$ cat src/rtl/bp_me_lce_data_cmd_flit_serializer.sv
// ---------------------------------------------------------------------------
// bp_me_lce_data_cmd_flit_serializer
//
// Injection stage in front of the LCE data-command wormhole router. Takes one
// whole data-command payload plus destination coordinates, forms the wormhole
// packet {payload, len, y_cord, x_cord} (header in the LSBs), zero-pads it to
// a whole number of flits and streams it out one flit per handshake.
// One packet is buffered. A new packet may be accepted in the same cycle as
// the last flit of the current one, so back-to-back packets leave no bubble.
//
// Ports
//   clk_i      : clock, rising edge
//   reset_n_i  : asynchronous active-low reset
//   payload_i  : data-command payload          (payload_width_p)
//   dst_x_i    : destination X coordinate      (x_cord_width_p)
//   dst_y_i    : destination Y coordinate      (y_cord_width_p)
//   v_i        : packet valid
//   ready_o    : packet accept (combinational from ready_i on the last flit)
//   flit_o     : current flit                  (flit_width_p)
//   v_o        : flit valid
//   ready_i    : router input port ready
//   busy_o     : a packet is held and being sent
// ---------------------------------------------------------------------------
module bp_me_lce_data_cmd_flit_serializer #(
  parameter int x_cord_width_p  = 4,
  parameter int y_cord_width_p  = 4,
  parameter int payload_width_p = 100,
  parameter int flit_width_p    = 32,
  parameter int max_num_flit_p  = 4
) (
  input  logic                       clk_i,
  input  logic                       reset_n_i,
  input  logic [payload_width_p-1:0] payload_i,
  input  logic [x_cord_width_p-1:0]  dst_x_i,
  input  logic [y_cord_width_p-1:0]  dst_y_i,
  input  logic                       v_i,
  output logic                       ready_o,
  output logic [flit_width_p-1:0]    flit_o,
  output logic                       v_o,
  input  logic                       ready_i,
  output logic                       busy_o
);

  localparam int len_width_lp    = (max_num_flit_p > 1) ? $clog2(max_num_flit_p) : 1;
  localparam int packet_width_lp = x_cord_width_p + y_cord_width_p + len_width_lp
                                   + payload_width_p;
  localparam int num_flit_lp     = (packet_width_lp + flit_width_p - 1) / flit_width_p;
  localparam int padded_width_lp = num_flit_lp * flit_width_p;
  localparam int cnt_width_lp    = (num_flit_lp > 1) ? $clog2(num_flit_lp) : 1;

  localparam logic [len_width_lp-1:0] len_val_lp = len_width_lp'(num_flit_lp - 1);
  localparam logic [cnt_width_lp-1:0] cnt_last_lp = cnt_width_lp'(num_flit_lp - 1);

  if (num_flit_lp > max_num_flit_p) begin : g_cfg_err
    $error("packet needs more flits than max_num_flit_p allows");
  end

  typedef enum logic {
    IDLE = 1'b0,
    SEND = 1'b1
  } state_e;

  state_e                     state_q, state_d;
  logic [cnt_width_lp-1:0]    cnt_q, cnt_d;
  logic [padded_width_lp-1:0] pkt_q, pkt_d;
  // Holds ready_o low through reset and until the first clock edge after it.
  logic                       init_q, init_d;

  logic [packet_width_lp-1:0] packet_new;
  logic [padded_width_lp-1:0] padded_new;
  logic                       last_flit;
  logic                       flit_hs;
  logic                       last_hs;
  logic                       accept;

  // Packet assembly: header in the LSBs, zero padding above the payload.
  always_comb begin
    packet_new = {payload_i, len_val_lp, dst_y_i, dst_x_i};
    padded_new = '0;
    padded_new[packet_width_lp-1:0] = packet_new;
  end

  assign v_o       = (state_q == SEND);
  assign busy_o    = (state_q == SEND);
  assign last_flit = (cnt_q == cnt_last_lp);
  assign flit_hs   = v_o & ready_i;
  assign last_hs   = flit_hs & last_flit;

  // The only input-to-output combinational path: ready_i -> ready_o, so a
  // new packet can replace the current one as its last flit leaves.
  assign ready_o = init_q & ((state_q == IDLE) | last_hs);
  assign accept  = v_i & ready_o;

  // Flit select from the registered packet and counter only.
  always_comb begin
    flit_o = '0;
    for (int k = 0; k < num_flit_lp; k++) begin
      if (cnt_q == cnt_width_lp'(k)) begin
        flit_o = pkt_q[k*flit_width_p +: flit_width_p];
      end
    end
  end

  always_comb begin
    state_d = state_q;
    cnt_d   = cnt_q;
    pkt_d   = pkt_q;
    init_d  = 1'b1;

    unique case (state_q)
      IDLE: begin
        if (accept) begin
          pkt_d   = padded_new;
          cnt_d   = '0;
          state_d = SEND;
        end
      end

      SEND: begin
        if (flit_hs) begin
          if (!last_flit) begin
            cnt_d = cnt_q + 1'b1;
          end else begin
            cnt_d = '0;
            if (accept) begin
              pkt_d = padded_new;
            end else begin
              state_d = IDLE;
            end
          end
        end
      end

      default: begin
        state_d = IDLE;
        cnt_d   = '0;
      end
    endcase
  end

  // Single register stage: packet buffer, flit counter, FSM state.
  always_ff @(posedge clk_i or negedge reset_n_i) begin
    if (!reset_n_i) begin
      state_q <= IDLE;
      cnt_q   <= '0;
      pkt_q   <= '0;
      init_q  <= 1'b0;
    end else begin
      state_q <= state_d;
      cnt_q   <= cnt_d;
      pkt_q   <= pkt_d;
      init_q  <= init_d;
    end
  end

endmodule

$ cat config.mk
export PLATFORM = sky130hd
export DESIGN_NAME = bp_me_lce_data_cmd_flit_serializer
export DESIGN_NICKNAME = d
export VERILOG_FILES = /design/src/rtl/bp_me_lce_data_cmd_flit_serializer.sv
export SDC_FILE = /design/constraint.sdc
export NUM_CORES = 1
export LEC_CHECK = 0
export CORE_UTILIZATION = 63
export DETAILED_ROUTE_END_ITERATION = 8
export DONT_BUFFER_PORTS = 1
export GPL_ROUTABILITY_DRIVEN = 0
export PLACE_DENSITY = 0.78
export REMOVE_ABC_BUFFERS = 1
export SLEW_MARGIN = 25
export SYNTH_ARGS = -nofsm -noshare
export SYNTH_HDL_FRONTEND = slang
export SYNTH_SLANG_ARGS = --single-unit
$ cat constraint.sdc
create_clock -name clk_i -period 2.2 [get_ports clk_i]
set_clock_uncertainty 0.1 [all_clocks]
set_input_delay 0.11 -clock clk_i [delete_from_list [all_inputs] [get_ports clk_i]]
set_output_delay 0.11 -clock clk_i [all_outputs]
set_load 0.05 [all_outputs]
==> results.toml, run 1 <==
[logic_synthesis]
synth-seq-cells = 113
yosysWarnings = 0
synth_compound_area_frac = 0.07455
ys_types = 27
synth_top_family_by_area = "multiplexers"
netlist_instances = 382
netlist_area_sq_mm = 0.005019
synth_area_per_cell_sq_um = 13.14
synthXorXnorAreaFrac = 0
synthMuxAreaShare = 0.2423
yosysSeqAreaShare = 0.5635
synth_simple_gate_area_share = 0.07903
synthAdderAreaFrac = 0.009973

[run_status]
error = "[ERROR RSZ-0060] Max buffer count reached."
failed_stage = "clock tree synthesis (4_1_cts)"
status = "aborted with a tool error"

[place]
port_buffers = 0
dp_hpwl_mm = 6.951

[die]
die_x_microns = 91.25
pin_count = 147
rows = 32
start_util = 0.6494
die_y_microns = 91.25

[clock_tree]
cts_made_buffers = 17
cts_resized = 57
post_cts_buffers = 7
cts_max_level = 4
clock_sinks = 113
clock_path_buffers = 2
root_buffer = "clkbuf_8"
cts_hold_buf = 110
[cells in the mapped netlist, drive strengths merged]
library cell	instances	area share
a31oi	12	0.015
o22ai	14	0.017
and2	1	0.0012
buf	16	0.018
nor3	18	0.018
nand2b	1	0.0012
a21oi	3	0.0037
nand3b	12	0.018
nand2	19	0.014
mux2	108	0.24
nor2b	19	0.024
o21a	1	0.0015
a32o	2	0.0040
inv	3	0.0022
clkbuf	13	0.0097
or2	1	0.0012
a221oi	18	0.031
ha	4	0.010
nor2	2	0.0015
a21boi	1	0.0015
conb	1	0.00075
dfrtp	113	0.56
[stage by stage]
step	setup WS [ps]	TNS, ps	instances	area (sq um)
after floorplan	-2574	-303340	353	4880
after global placement	335.7	0	503	5423
after detailed placement	270.3	0	503	5423
[cells by family after synthesis]
kind of cell               Yosys count
muxes                              108
buffers and inverters               32
and+or+nand+nor                     73
adders and majority gates            4
AOI/OAI and AO/OA                   51
DFF                                113
other                                1
==> run 2, diff against run 1 <==
--- a/config.mk
+++ b/config.mk
@@ -5,11 +5,11 @@
 export SDC_FILE = /design/constraint.sdc
 export NUM_CORES = 1
 export LEC_CHECK = 0
-export CORE_UTILIZATION = 63
+export CORE_UTILIZATION = 40
 export DETAILED_ROUTE_END_ITERATION = 8
 export DONT_BUFFER_PORTS = 1
 export GPL_ROUTABILITY_DRIVEN = 0
-export PLACE_DENSITY = 0.78
+export PLACE_DENSITY_LB_ADDON = 0.15
 export REMOVE_ABC_BUFFERS = 1
 export SLEW_MARGIN = 25
 export SYNTH_ARGS = -nofsm -noshare
==> run 2 against run 1 <==
Effect of this change:
- the flow now finishes, with violations (hold timing)
- synthesized cell count unchanged
- synthesized area is the same
==> results.toml, run 2 <==
[run_status]
status = "finished, violations left"
violations = "hold timing"

[sta]
hold_viol_final = 113
final.setup.tns_ps = 0
setup-violations-final = 0
max_freq_mhz = 455.7
min_period_ps = 2194
rsz0062_at_grt = "yes"
whs_ps = -701.3
post-route-period-util = 0.9975
slew_violations = 0

[layout]
largest_reg_flops = 109
syn2layout_area_growth_pct = 45.30
antennaDiodeCount = 0
top_regs = "pkt_q (109), cnt_q (2)"
final_common_cell = "dfrtp_1"
regMostFlops = "pkt_q"
nFillCells = 990
fin_area_sq_mm = 0.007292
drive_gt1_frac = 0.3529
fin_nets = 648
final_cell_mix = "113 x dfrtp_1, 110 x dlygate4sd3_1, 99 x mux2_2, 40 x buf_4, 19 x nand2_1"

[power_and_ir_drop]
p_sw_frac = 0.4166
leakagePower_uw = 0.003060
p_per_area_mw_per_mm2 = 1763
p_comb_frac = 0.511
p_switching_uw = 5357
peakVddDrop_uv = 975.0
seqPwrFrac = 0.287
intPower_uw = 7501
totalPowerFinal_uw = 12860
clkPwrFrac = 0.202

[flow_run]
maxCapViolCount = 0

[clock_tree]
clock_sinks = 113
cts_made_buffers = 17
clkTransAtPathRegs_ps = 50
cts_tree = "done"
worstSkewPairLatency_ps = 400
clock_path_buffers = 2
cts_max_level = 4
cts_hold_buf = 110
root_buffer = "clkbuf_16"

[die]
die_x_microns = 114.0
start_util = 0.4144
pin_count = 147
rows = 40
core_area_sq_mm = 0.01211
die_y_microns = 114.0
die_area_sq_mm = 0.01300

[min_path]
min_path_type = "in2async"

[logic_synthesis]
yosys.area.top_type = "dfrtp_1"
synth_flop_cell = "dfrtp_1"
yosysWarnings = 0
ys_async_sr_fraction = 1.000
netlist_top_cells_area = "dfrtp_1 56%, mux2_2 22%, a221oi_1 3.1%"
synthMostInstantiatedCell = "dfrtp_1"
netlist_area_sq_mm = 0.005019
synth-seq-cells = 113
yosysSeqAreaShare = 0.5635
synth_edf_count = 0
netlist_instances = 382
ys_types = 27
synth_area_per_cell_sq_um = 13.14
ys_top_cells_by_count = "113 x dfrtp_1, 99 x mux2_2, 19 x nand2_1, 19 x nor2b_1"
synth_top_area_frac = 0.5635

[routing]
route.detailed.wl_per_inst_microns = 17.63
wl_mm = 12.56
drtPass1Iterations = 4
drcViolationCount = 0
num_vias = 3675
antenna_left = 0
drtIter0Drc = 154
via_per_inst = 5.162

[global_route]
grt_pass1_wl_mm = 19.85
grt_pass1_vias = 3953
grt_max_degree = 114
antenna_found_initial = 0
grt-ovfl-total = 0
grt_use_total = 0.2016

[setup_path]
r2r_start = "cnt_q[0]"
cp.arrival_ps = 1980
reg2reg_depth = 5
path_max_fanout = 19
end_kind = "output port"
cp-start-kind = "flip-flop"
rr_endpoint = "pkt_q[21]"
slowest_stage = "dfrtp_1"
worstPathCellList = "inv_1 -> ha_2 -> nor2b_4 -> buf_12 -> a221oi_1 -> nor3_1 -> buf_4"
timing.critical_path.from = "cnt_q[0]"
slowest_delay_ps = 410
reg2reg_slack_ps = 240
path_class = "reg2out"
crit_required_ps = 1990
critical_path.endpoint = "flit_o[27]"

[place]
dp_hpwl_mm = 7.161
place_area_sq_mm = 0.005513
port_buffers = 0
[run 2: cell counts after synthesis]
No cell type changed its count.
[run 2: stage by stage]
step | util | std cells | hold WS (ps) | setup slack [ps]
2_1_floorplan | - | 353 | -285.6 | -2574
3_3_place_gp | 0.4552 | 569 | -283.1 | 239.9
3_5_place_dp | 0.4552 | 569 | -282.9 | 204.9
4_1_cts | 0.5985 | 711 | -719.2 | -1.662
5_1_grt | 0.6021 | 712 | -725.4 | -94.01
6_report | 0.6021 | 712 | -701.3 | 5.589
[run 2: cells by family (layout without fill, tap and decap cells)]
| group | count (synthesis) | in the layout | share of synthesized area |
|---|---|---|---|
| other cells | 1 | 1 | 0.0007472 |
| compound gates | 51 | 51 | 0.07455 |
| simple gates | 73 | 73 | 0.07904 |
| fa+ha+maj | 4 | 4 | 0.009973 |
| mux | 108 | 108 | 0.2423 |
| flops | 113 | 113 | 0.5635 |
| buf+inv | 32 | 194 | 0.02992 |
[run 2: worst min path at each step]
stage | endpoint | slack (ps) | cells after the start
after floorplan | busy_o | -290 | 0
after global placement | pkt_q[38] | -280 | 0
after detailed placement | pkt_q[6] | -280 | 0
after CTS | pkt_q[67] | -720 | 0
after global routing | pkt_q[35] | -730 | 0
final | pkt_q[35] | -700 | 0
[run 2: metal layers]
layer | vias up | global-route usage | part of all wire
li1 | 1696 | - | -
met1 | 1838 | 0.2383 | 0.43
met2 | 132 | 0.3463 | 0.50
met3 | 9 | 0.06748 | 0.063
met4 | 0 | 0.06234 | 0.0083
met5 | - | 0 | 0
[run 2: layout make-up]
| class | instances | area, sq um | share of cell area |
|---|---|---|---|
| flip-flops and latches | 113 | 2828 | 0.3878 |
| multi-input cells | 237 | 2112 | 0.2896 |
| repair buffers | 160 | 1562 | 0.2141 |
| clock buffers | 26 | 519.2 | 0.07121 |
| well taps | 168 | 210.2 | 0.02883 |
| clock inverters | 5 | 50.05 | 0.006863 |
| inverters | 3 | 11.26 | 0.001544 |
[run 2: repair_timing]
action                                  4_1_cts  5_1_grt
cloned                                        0        1
endpoints found under the setup margin       31       32
gates resized for setup                      13       11
hold endpoints to repair                    224      113
pin swaps                                     5        1
buffers inserted                              1        0
[run 2: critical path: cells and delay by family, from the launching register on]
kind	cells	cell delay (ps)
adders and majority gates	1	180
buffers and inverters	3	530
DFF	1	410
AOI/OAI and AO/OA	1	100
and+or+nand+nor	2	350
[run 2: power groups by stage]
stage | sequential [uW] | clock [uW] | combinational (uW)
final | 3690 | 2600 | 6570
after global routing | 3810 | 2760 | 6980
after CTS | 3670 | 2660 | 6500
after detailed placement | 3680 | 0 | 6200
after global placement | 3630 | 0 | 6140
after floorplan | 3580 | 0 | 4460
Note: power is estimated with default switching activity, not from simulation.
